--- config.mk ---
export PLATFORM = sky130hd
export DESIGN_NAME = eic_irq_acker
export DESIGN_NICKNAME = d
export VERILOG_FILES = /design/src/rtl/eic_irq_acker.sv
export SDC_FILE = /design/constraint.sdc
export NUM_CORES = 1
export LEC_CHECK = 0
export BUFFER_PORTS_ARGS = -buffer_cell sky130_fd_sc_hd__buf_4
export CAP_MARGIN = 10
export CORE_MARGIN = 5
export CORE_UTILIZATION = 35
export CTS_BUF_LIST = sky130_fd_sc_hd__clkbuf_8 sky130_fd_sc_hd__clkbuf_16
export CTS_CLUSTER_SIZE = 30
export DETAILED_ROUTE_END_ITERATION = 6
export MAX_ROUTING_LAYER = met4
export PLACE_DENSITY = 0.74
export SLEW_MARGIN = 20
export SYNTH_ARGS = -nofsm -noshare
export SYNTH_HDL_FRONTEND = slang
export SYNTH_SLANG_ARGS = --single-unit
--- constraint.sdc ---
create_clock -name CLK -period 2.31 [get_ports CLK]
set_input_delay 0.462 -clock CLK [delete_from_list [all_inputs] [get_ports CLK]]
set_output_delay 0.462 -clock CLK [all_outputs]
set_load 0.1 [all_outputs]
--- src/rtl/eic_irq_acker.sv ---
// eic_irq_acker: CPU-side consumer of the EIC processor interface.
// Takes the pending channel from EIC_Interrupt, offers it to the handler
// over a valid/ready handshake, clears the channel's EIFR flag through the
// EIC register write port, waits for end-of-interrupt and counts accepted
// offers. The parameter CLEAR_ON_ACCEPT decides whether the flag is cleared
// before the offer or after eoi. Only one interrupt is in flight at a time.

`ifndef EIC_ADDR_WIDTH
`define EIC_ADDR_WIDTH 8
`endif
`ifndef EIC_REG_NONE
`define EIC_REG_NONE 8'h00
`endif
`ifndef EIC_REG_EIFRC_0
`define EIC_REG_EIFRC_0 8'h0C
`endif
`ifndef EIC_REG_EIFRC_1
`define EIC_REG_EIFRC_1 8'h0D
`endif

module eic_irq_acker #(
  parameter bit CLEAR_ON_ACCEPT = 1'b1,
  parameter int COUNT_WIDTH     = 16
) (
  input  logic                       CLK,
  input  logic                       RESET,
  input  logic                       enable,
  input  logic [7:0]                 EIC_Interrupt,
  input  logic                       bus_busy,
  output logic [`EIC_ADDR_WIDTH-1:0] write_addr,
  output logic [31:0]                write_data,
  output logic                       write_enable,
  output logic                       irq_valid,
  input  logic                       irq_ready,
  output logic [5:0]                 irq_number,
  input  logic                       eoi,
  output logic                       busy,
  output logic [COUNT_WIDTH-1:0]     ack_count
);

  localparam int AW = `EIC_ADDR_WIDTH;
  localparam logic [AW-1:0] REG_NONE    = AW'(`EIC_REG_NONE);
  localparam logic [AW-1:0] REG_EIFRC_0 = AW'(`EIC_REG_EIFRC_0);
  localparam logic [AW-1:0] REG_EIFRC_1 = AW'(`EIC_REG_EIFRC_1);

  typedef enum logic [2:0] {
    ST_IDLE,
    ST_CLEAR,
    ST_SETTLE,
    ST_OFFER,
    ST_SERVICE
  } state_e;

  state_e                 state_q;
  logic                   irq_valid_q;
  logic                   busy_q;
  logic [5:0]             irq_number_q;
  logic [COUNT_WIDTH-1:0] ack_count_q;

  logic [5:0]             num_d;
  logic                   clr_fire;

  // EIC encodes channel N as N+1; the EIC never reports more than 64, so the
  // low six bits are enough (64 wraps to channel 63).
  assign num_d = EIC_Interrupt[5:0] - 6'd1;

  // NOTE: the clear write fires in the same cycle the bridge releases the
  // port, so write_enable is gated combinationally by bus_busy rather than
  // registered; a registered version would collide with the bridge for one
  // cycle after bus_busy rises.
  assign clr_fire = (state_q == ST_CLEAR) && !bus_busy;

  // Sequence controller: state, offer handshake, busy flag and ack counter.
  always_ff @(posedge CLK) begin
    // NOTE: state is updated with non-blocking assignments so every branch
    // below reads the values from before this edge, independent of order.
    if (RESET) begin
      state_q      <= ST_IDLE;
      irq_valid_q  <= 1'b0;
      busy_q       <= 1'b0;
      irq_number_q <= 6'd0;
      ack_count_q  <= '0;
    end else begin
      case (state_q)
        ST_IDLE: begin
          if (enable && (EIC_Interrupt != 8'd0)) begin
            irq_number_q <= num_d;
            busy_q       <= 1'b1;
            if (CLEAR_ON_ACCEPT) begin
              state_q <= ST_CLEAR;
            end else begin
              state_q     <= ST_OFFER;
              irq_valid_q <= 1'b1;
            end
          end
        end
        ST_CLEAR: begin
          // Hold until the port is free; leave on the edge that carries the write.
          if (clr_fire) begin
            state_q <= ST_SETTLE;
          end
        end
        ST_SETTLE: begin
          // One cycle for EIC_Interrupt to reflect the cleared flag.
          if (CLEAR_ON_ACCEPT) begin
            state_q     <= ST_OFFER;
            irq_valid_q <= 1'b1;
          end else begin
            state_q <= ST_IDLE;
            busy_q  <= 1'b0;
          end
        end
        ST_OFFER: begin
          // EIC_Interrupt and eoi are deliberately not looked at here.
          if (irq_ready) begin
            irq_valid_q <= 1'b0;
            ack_count_q <= ack_count_q + COUNT_WIDTH'(1);
            state_q     <= ST_SERVICE;
          end
        end
        ST_SERVICE: begin
          if (eoi) begin
            if (CLEAR_ON_ACCEPT) begin
              state_q <= ST_IDLE;
              busy_q  <= 1'b0;
            end else begin
              state_q <= ST_CLEAR;
            end
          end
        end
        default: begin
          state_q     <= ST_IDLE;
          irq_valid_q <= 1'b0;
          busy_q      <= 1'b0;
        end
      endcase
    end
  end

  // Clear-write port: one-hot EIFRC word for the serviced channel, idle otherwise.
  always_comb begin
    // NOTE: every output gets a default before the conditional so no latch
    // is inferred when the write is not firing.
    write_enable = clr_fire;
    write_addr   = REG_NONE;
    write_data   = 32'h0;
    if (clr_fire) begin
      write_addr = irq_number_q[5] ? REG_EIFRC_1 : REG_EIFRC_0;
      write_data = 32'h1 << irq_number_q[4:0];
    end
  end

  assign irq_valid  = irq_valid_q;
  assign irq_number = irq_number_q;
  assign busy       = busy_q;
  assign ack_count  = ack_count_q;

endmodule

==> PnR_summary.wiki <==
{| class="wikitable"
! Metric !! Value
|-
| Outcome || finished clean
|-
| Summed negative setup slack over all endpoints || 0 ns
|-
| Initial drt markers || 119
|-
| Hold worst-path end || irq_number[0]
|-
| Routed wl met3 || 339 um
|-
| # port buffers || 73
|-
| Pre-antenna DRT Iters || 4
|-
| CTS tree || done
|-
| Worst EP required || 1.85 ns
|-
| Drc violations || 0
|-
| Minimum setup slack after placement || -0.0620 ns
|-
| Per-cell via count in the routed design || 5.03
|-
| Post-placement cell area || 2440 sq um
|-
| Total length of routed wires || 4640 um
|-
| Min-Delay Path Class || in -> reg
|-
| Number of pins exceeding their max-slew limit in the final report || 0
|-
| Post-CTS Setup Bufs || 0
|-
| Library cell used as clock root buffer || clkbuf_8
|-
| Final-report setup violation count || 0
|-
| Highest signal layer in the routed design || met4
|-
| Number of nets with antenna violations after detailed routing || 0
|-
| Htree depth || 1
|-
| Number of cells on the worst reg-to-reg path || 5
|-
| Sequential area share after synthesis || 33.5%
|-
| CTS Buffer Depth || 2
|-
| Worst-path fanout max || 4
|-
| Clk pin slew, worst setup/hold paths || 0.10 ns
|-
| Number of maximum-capacitance violations || 0
|-
| Hold Path Origin || EIC_Interrupt[0]
|-
| Post-CTS Hold Fix Bufs || 0
|-
| Fraction of layout cells with a size suffix above 1 || 49.6%
|-
| Fraction of the cycle the final worst path needs || 96.0%
|-
| Worst Path Arrival || 1.75 ns
|-
| Primary flip-flop cell chosen by synthesis mapping || dfxtp_1
|-
| Warnings, synthesis || 0
|-
| Antenna violations before repair || 0
|-
| Wire length on met1 || 1910 um
|-
| Critical path capture point type || output port
|-
| Largest net degree at the start of global routing || 28
|-
| Core ar. || 4410 sq um
|-
| Length of routed met2 wiring || 2370 um
|-
| TritonCTS Sinks || 27
|-
| Maximum frequency from static timing analysis || 451 MHz
|-
| Final #Nets || 296
|-
| Global-route wire length before repair || 7430 um
|-
| Ant. Diodes || 0
|-
| Instance count of the mapped netlist || 210
|-
| Post-synthesis cell type with the largest combined area || dfxtp_1
|-
| End of the worst register-to-register path || irq_number[5]
|-
| Setup crit start kind || flop
|-
| Async set or reset register ratio after synthesis || 0%
|-
| Fraction of post-synthesis cell area in the top cell type by area || 33.5%
|-
| R2r startpoint || state_q[1]
|-
| Post-layout instance area || 2640 sq um
|-
| Vias after detailed routing || 1659
|-
| Hold Path Stages || 2
|-
| Total track usage || 14.8%
|-
| Layout area overhead || 63.7%
|-
| Average cell area after synthesis || 7.69 sq um
|-
| Total standard cell area after synthesis || 1620 sq um
|-
| Overall die height || 77.9 um
|-
| Cell Pwr Density || 473 nW/um^2
|-
| Wirelength per Cell || 14.1 um
|-
| Leakage power of the design || 1.00 nW
|-
| Row cnt || 24
|-
| Unique masters post-synth || 41
|-
| Top-level I/O count || 79
|-
| Setup skew after layout || 0.00202 ns
|-
| Number of storage elements in the synthesis netlist || 27
|-
| Remaining Overflow, GRT || 0
|-
| Cell types with the largest area share after synthesis || dfxtp_1, nor2_1, a21oi_1
|-
| Final RePlAce weighted congestion || 0.779
|-
| Final WS setup || 0.0935 ns
|-
| Post-synth EDFFs || 0
|-
| Number of global-route vias before repair || 1508
|-
| Estimated wirelength of the detail-placed design || 3440 um
|-
| VDD IR max || 464 uV
|-
| Number of buffers created by CTS || 3
|-
| Critical Setup Path Class || reg -> out
|-
| Final hold viol count || 0
|-
| Initial standard-cell utilization of the core || 36.6%
|-
| Clock period minus worst slack || 2.22 ns
|-
| Total Die Area || 6070 sq um
|-
| Die X-Extent || 77.9 um
|-
| Register-to-register path setup slack || 0.51 ns
|-
| Unrepaired setup endpoints after global routing || true
|-
| Final core utilization || 59.9%
|-
| Clock network latency to the later pin of the worst-skew pair || 0.28 ns
|}
## timing repair
action / in CTS / in global routing
endpoints found under the setup margin: 28 / 32
pin swaps: 0 / 0
resized for setup: 5 / 37
## Yosys cell counts, types with 4 or more instances
| cell type | count |
|---|---|
| a21oi_1 | 13 |
| nand2_1 | 15 |
| buf_2 | 4 |
| dfxtp_1 | 27 |
| xor2_1 | 6 |
| buf_4 | 8 |
| nand3_1 | 8 |
| xnor2_1 | 6 |
| nor2_1 | 50 |
| or3_1 | 6 |
| o21ai_0 | 7 |
| nor3_1 | 4 |
## layout by cell type, fill, tap and decap left out, types with 4 or more instances in the layout
cell / Yosys / final
nor3_1: 4 / 4
buf_6: 2 / 31
nand2_1: 15 / 9
nand2_2: 0 / 6
conb_1: 1 / 5
dfxtp_1: 27 / 27
a21oi_1: 13 / 13
nor2_4: 0 / 32
buf_4: 8 / 48
nand3_1: 8 / 6
or3_1: 6 / 6
o21ai_0: 7 / 7
xnor2_1: 6 / 6
xor2_1: 6 / 6
nor2_1: 50 / 18
## critical path, stage by stage (launching register included)
cell     delay (ns)
dfxtp_1        0.35
nor4b_4        0.30
and2_2         0.29
nand2_2        0.17
nor2_4         0.13
buf_6          0.23
## cells by family (layout without fill, tap and decap cells)
| kind of cell | count (synthesis) | after routing | synth area share (%) |
|---|---|---|---|
| DFF | 27 | 27 | 33.5 |
| and+or+nand+nor | 112 | 112 | 35.2 |
| xor gates and xnor gates | 12 | 12 | 6.51 |
| other | 1 | 5 | 0.232 |
| AOI/OAI and AO/OA | 32 | 32 | 13.8 |
| buffers and inverters | 23 | 87 | 8.44 |
| adders and majority gates | 3 | 3 | 2.32 |
## through the flow
| stage | hold slack [ns] | cells | power [mW] |
|---|---|---|---|
| floorplan | 0.524 | 214 | 0.887 |
| global placement | 0.468 | 326 | 0.961 |
| detailed placement | 0.471 | 326 | 0.965 |
| CTS | 0.373 | 330 | 1.25 |
| global route | 0.372 | 330 | 1.31 |
| finish | 0.376 | 330 | 1.25 |
## cell type report
type / count / area (sq um)
flip-flops and latches: 27 / 541
fillers: 374 / 1770
well taps: 52 / 65.1
clock inverters: 1 / 8.76
inverters: 3 / 11.3
repair buffers: 80 / 724
clock buffers: 3 / 41.3
multi-input cells: 164 / 1250
## flip-flops by register name, indices dropped and copies added, names as in the netlist
register / flops
ack_count: 16
irq_valid: 1
state_q: 3
busy: 1
irq_number: 6
## metal layers
layer,GRT usage [%],up-vias
met5,-,-
met4,2.03,0
met3,4.05,2
met2,23.5,54
met1,19.4,761
li1,-,842
## worst max-delay path by stage
stage	startpoint	to	slack, ns	depth (start not counted)
4_1_cts	state_q[1]	write_data[20]	-0.1	5
6_report	state_q[1]	write_data[21]	0.09	5
3_5_place_dp	bus_busy	write_data[20]	-0.06	6
3_3_place_gp	bus_busy	write_data[20]	-0.009	6
2_1_floorplan	bus_busy	write_data[19]	-0.92	4
5_1_grt	state_q[1]	write_data[24]	-0.02	5
## power breakdown
group          internal (mW)  switching, mW  leakage [nW]
registers              0.484         0.0234         0.220
clock network          0.127          0.162        0.0261
logic                  0.107          0.347         0.755
total                  0.717          0.533          1.00
No activity file was read; power rests on OpenSTA's default activity.
